## config.mk

```make
export PLATFORM = sky130hd
export DESIGN_NAME = uart_rx_fifo
export DESIGN_NICKNAME = d
export VERILOG_FILES = /design/src/rtl/uart_rx_fifo.sv
export SDC_FILE = /design/constraint.sdc
export NUM_CORES = 1
export LEC_CHECK = 0
export CAP_MARGIN = 20
export CORE_MARGIN = 3
export CORE_UTILIZATION = 49
export CTS_BUF_LIST = sky130_fd_sc_hd__clkbuf_2
export DETAILED_ROUTE_END_ITERATION = 10
export GPL_TIMING_DRIVEN = 0
export MAX_ROUTING_LAYER = met4
export PLACE_DENSITY = 0.77
export SYNTH_ARGS = -nofsm -noshare
export SYNTH_HDL_FRONTEND = slang
export SYNTH_SLANG_ARGS = --single-unit
```

## constraint.sdc

```tcl
create_clock -name clk -period 3.2 [get_ports clk]
set_input_delay 0.64 -clock clk [delete_from_list [all_inputs] [get_ports clk]]
set_output_delay 0.64 -clock clk [all_outputs]
set_load 0.03 [all_outputs]
```

## src/rtl/uart_rx_fifo.sv

```systemverilog
// UART RX byte buffer: FWFT FIFO with sticky overflow, level threshold and idle-timeout interrupt sources.
// Data is visible one cycle after the rx_valid write. A write into a full FIFO is dropped unless a read fires in the same cycle.
module uart_rx_fifo #(
    parameter int DEPTH         = 16,
    parameter int TIMEOUT_TICKS = 640
) (
    input  logic                     clk,
    input  logic                     rstn,
    input  logic                     sample_tick,
    input  logic [7:0]               rx_data,
    input  logic                     rx_valid,
    output logic [7:0]               out_data,
    output logic                     out_valid,
    input  logic                     out_ready,
    output logic [$clog2(DEPTH):0]   level,
    output logic                     full,
    input  logic [$clog2(DEPTH):0]   thresh,
    output logic                     irq_thresh,
    output logic                     overflow,
    input  logic                     ovf_clr,
    output logic                     rx_timeout
);
    localparam int AW = $clog2(DEPTH);
    localparam int PW = AW + 1;
    localparam int CW = $clog2(TIMEOUT_TICKS + 1);
    localparam logic [CW-1:0] TMAX = CW'(TIMEOUT_TICKS);

    logic [7:0]    mem [DEPTH];
    logic [PW-1:0] wr_ptr;
    logic [PW-1:0] rd_ptr;
    logic [CW-1:0] idle_cnt;
    logic          empty;
    logic          rd_fire;
    logic          wr_en;
    logic          drop;

    // The extra pointer bit separates full from empty when the indices match.
    assign empty      = (wr_ptr == rd_ptr);
    assign full       = (wr_ptr[AW-1:0] == rd_ptr[AW-1:0]) && (wr_ptr[AW] != rd_ptr[AW]);
    assign out_valid  = !empty;
    assign out_data   = mem[rd_ptr[AW-1:0]];
    assign level      = wr_ptr - rd_ptr;
    assign irq_thresh = (thresh != '0) && (level >= thresh);
    assign rx_timeout = (idle_cnt == TMAX) && !empty;

    assign rd_fire = out_valid && out_ready;
    assign wr_en   = rx_valid && (!full || rd_fire);
    assign drop    = rx_valid && full && !rd_fire;

    always_ff @(posedge clk) begin
        if (wr_en && rstn) begin
            mem[wr_ptr[AW-1:0]] <= rx_data;
        end
    end

    always_ff @(posedge clk) begin
        if (!rstn) begin
            wr_ptr   <= '0;
            rd_ptr   <= '0;
            overflow <= 1'b0;
            idle_cnt <= '0;
        end else begin
            if (wr_en) begin
                wr_ptr <= wr_ptr + PW'(1);
            end
            if (rd_fire) begin
                rd_ptr <= rd_ptr + PW'(1);
            end
            // A fresh drop beats a simultaneous clear.
            if (drop) begin
                overflow <= 1'b1;
            end else if (ovf_clr) begin
                overflow <= 1'b0;
            end
            if (empty || wr_en || rd_fire) begin
                idle_cnt <= '0;
            end else if (sample_tick && (idle_cnt != TMAX)) begin
                idle_cnt <= idle_cnt + CW'(1);
            end
        end
    end
endmodule

```

==> key figures <==
Setup path
  • Worst Setup SP: wr_ptr[0]
  • Crit path to: irq_thresh
  • RR Startpoint: rd_ptr[1]
  • R2R Setup Slk: about 500 ps
  • CP Max Fanout: 2
  • Critical Path RT: roughly 2600 ps
  • Worst R2R Path Depth: 6
  • Endpoint class of the critical path: output pin
  • Critical Path AT: approximately 2700 ps
  • RR Endpoint: mem[0][7]
  • CP Class: reg -> out
  • Worst setup SP type: flop

Global routing
  • Largest net degree at the start of global routing: 17
  • Grt ovf: 0
  • Total track usage: between 10% and 20%
  • Initial antenna violation count: 0
  • Number of global-route vias before repair: ~3700
  • Global-route wire length before repair: 20.1 mm

Die
  • DIE WIDTH: roughly 120 microns
  • I/O pin count: 37
  • Die span in y: between 100 and 150 microns
  • Area of the core: approximately 13000 sq um
  • Rows: just over 40
  • Die area: roughly 15000 sq um
  • Starting Density: around half

Clock network
  • Clock transition at path regs: about 220 ps
  • TritonCTS clock tree: done
  • Clock Latency Late Sink: 690 ps
  • H-tree depth: 4
  • Clock Path Buffers: 2
  • CTS Sinks: ~150
  • Root Buffer: clkbuf_2
  • CTS Hold Bufs: 0
  • TritonCTS buffer count: 17

Placed design
  • Placed Cells: between 500 and 600
  • Hpwl dp: a little over 8 mm
  • Pre-CTS setup slack: -138 ps
  • Port Buffers: 34
  • Gpl congestion: around 0.8

STA
  • Final setup TNS: -171 ps
  • RSZ-0062 raised after global routing: true
  • Worst-Margin Slew: ~840 ps
  • Rel. slew slack: about 44%
  • Fin worst setup slack: -171 ps
  • Clock skew: around 32 ps
  • FMAX: 0.297 GHz
  • Final Hold Fails: 0
  • Final min period: around 3400 ps
  • Final period utilization: 105%
  • Final setup vio count: 1
  • Max-slew violations: 0

Yosys
  • Synthesized instance count: roughly 380
  • Simple-gate share of the synthesized area: under 10%
  • Asr flop ratio synth: 0%
  • Library cells used by synthesis: 53
  • Largest area contributor in the netlist: edfxtp_1
  • Top-area cell type share of the netlist area: 59.5%
  • Most numerous cell in the Yosys netlist: edfxtp_1
  • Top_reg_cell synth: edfxtp_1
  • Largest family of logic cells by synthesized area: multiplexers
  • YS warnings: 0
  • Post-synthesis compound-gate area fraction: around 4.9%
  • EDFF count, synth: 128
  • Syn_area_per_cell: 16.9 sq um
  • Mux contribution to synthesized area: between 10% and 20%
  • Mapped Nets: 419
  • Mapped Area: around 6500 sq um
  • Synth top area cells: edfxtp_1, dfxtp_1, mux4_1
  • Synth Area in Adders: about 3.4%
  • Post-synthesis xor/xnor area fraction: 2.17%
  • Top cells by count, synth: edfxtp_1, nor2_1, dfxtp_1
  • Seq/Total Area, Yosys: approximately two thirds
  • Synth Register Bits: between 150 and 200

Flow run
  • Max Cap Viol: 0

Layout
  • Inserted Diodes: 0
  • Area delta synth->final: 14.1%
  • Final Util: a little under 60%
  • Combined area of the multi-input logic cells: approximately 2000 sq um
  • Layout cells sized above 1: 23.6%
  • Seq. cell area: between 4000 and 5000 sq um
  • Fill cell count: approximately 980
  • Nets: ~480
  • Final non-filler cell total: 626

Drt
  • DRC: 0
  • Antenna Violating Nets Remaining: 0
  • Routed WL per cell: between 20 and 25 microns
  • Initial DRC Count: 294
  • Routed length on met2: about 6.3 mm
  • Via density per instance: ~5.6
  • Final wirelength: ~13 mm
  • Drt first pass iters: 5
  • Routed wl met3: 767 microns
  • Via Count: approximately 3500
  • Routed metal-1 wirelength: ~5.3 mm
  • Max Used Layer: met4

Power and ir drop
  • Power consumption: roughly 4.3 mW
  • PD cells: a little under 600 nW/um^2
  • Leak Pwr: around 2.5 nW
  • Maximum vdd drop: 0.000337 V

Worst hold path
  • Launch point of the worst hold path: rstn
  • Worst Hold Class: in -> reg

Status
  • Status: finished, violations left
  • Violated checks: setup timing
==> power by group <==
part           internal, mW  switching [mW]
Sequential             2.18          0.0177
Combinational         0.389           0.458
Clock                 0.582           0.653
==> placed cells by master (no fill, tap or decap), types with 3 or more instances in the layout <==
master	instances
edfxtp_1	128
nor2_1	32
mux4_2	24
nand2_1	21
dfxtp_1	21
clkdlybuf4s50_1	18
clkbuf_2	17
ha_1	14
inv_1	11
xnor2_1	10
buf_2	9
mux4_1	8
a22oi_1	8
a22oi_2	8
nand4_1	8
a21oi_1	7
and2_1	7
nand3_1	6
clkinv_2	6
buf_4	6
bufinv_16	5
dlygate4sd2_1	5
xor2_1	4
clkbuf_4	3
nor2b_1	3
clkbuf_1	3
dfxtp_2	3
==> timing repair <==
item,in CTS,in global routing
setup endpoints to repair,16,12
pin swaps,9,7
resized for setup,76,21
setup buffers,4,1
==> sequential cells by signal, summed over array words and instances (netlist names), named ones only <==
register,flops
mem,128
wr_ptr,5
rd_ptr,5
idle_cnt,10
overflow,1
==> area by class of cell <==
cell class	count	area share [%]
Clock buffer	17	1.15
Timing Repair Buffer	39	4.43
Clock inverter	15	2.78
Multi-Input combinational cell	203	27.1
Tap cell	172	2.92
Sequential cell	153	59.0
Buffer	14	1.92
Inverter	13	0.662
==> worst min path at each step <==
stage / end / slack (ps) / cells past startpoint
final: wr_ptr[4] / 370 / 3
after floorplan: wr_ptr[4] / 460 / 2
after detailed placement: wr_ptr[4] / 490 / 2
after global routing: wr_ptr[4] / 360 / 3
after CTS: wr_ptr[4] / 300 / 3
after global placement: idle_cnt[1] / 480 / 2
==> through the flow <==
| stage | cell area, sq um | hold WS, ps |
|---|---|---|
| after floorplan | 6460 | 459 |
| after global placement | 7020 | 477 |
| after detailed placement | 7020 | 495 |
| after CTS | 7370 | 304 |
| after global routing | 7370 | 358 |
| final | 7370 | 372 |
==> logic make-up (layout without fill, tap and decap cells) <==
kind of cell,Yosys count,after routing
AND/OR/NAND/NOR,95,95
flip-flops,153,153
multiplexers,33,33
AO/OA/AOI/OAI,42,42
XOR/XNOR,16,16
buffers and inverters,27,98
adder cells (fa/ha/maj),17,17
==> layer usage <==
| metal | vias up | track usage (%) |
|---|---|---|
| met5 | - | - |
| met4 | 0 | 5.45 |
| met3 | 15 | 4.63 |
| met2 | 142 | 31.5 |
| met1 | 1713 | 24.0 |
| li1 | 1624 | - |
==> critical path, stage by stage, from the launching register on <==
cell and delay (ps):
dfxtp_2 370, inv_2 70, ha_4 120, inv_2 40, fa_2 330, a21o_1 170, a21oi_2 180, xnor2_2 140
ha_1 250, o22ai_1 160, a21oi_1 60, buf_4 170
Note: power is estimated with default switching activity, not from simulation.
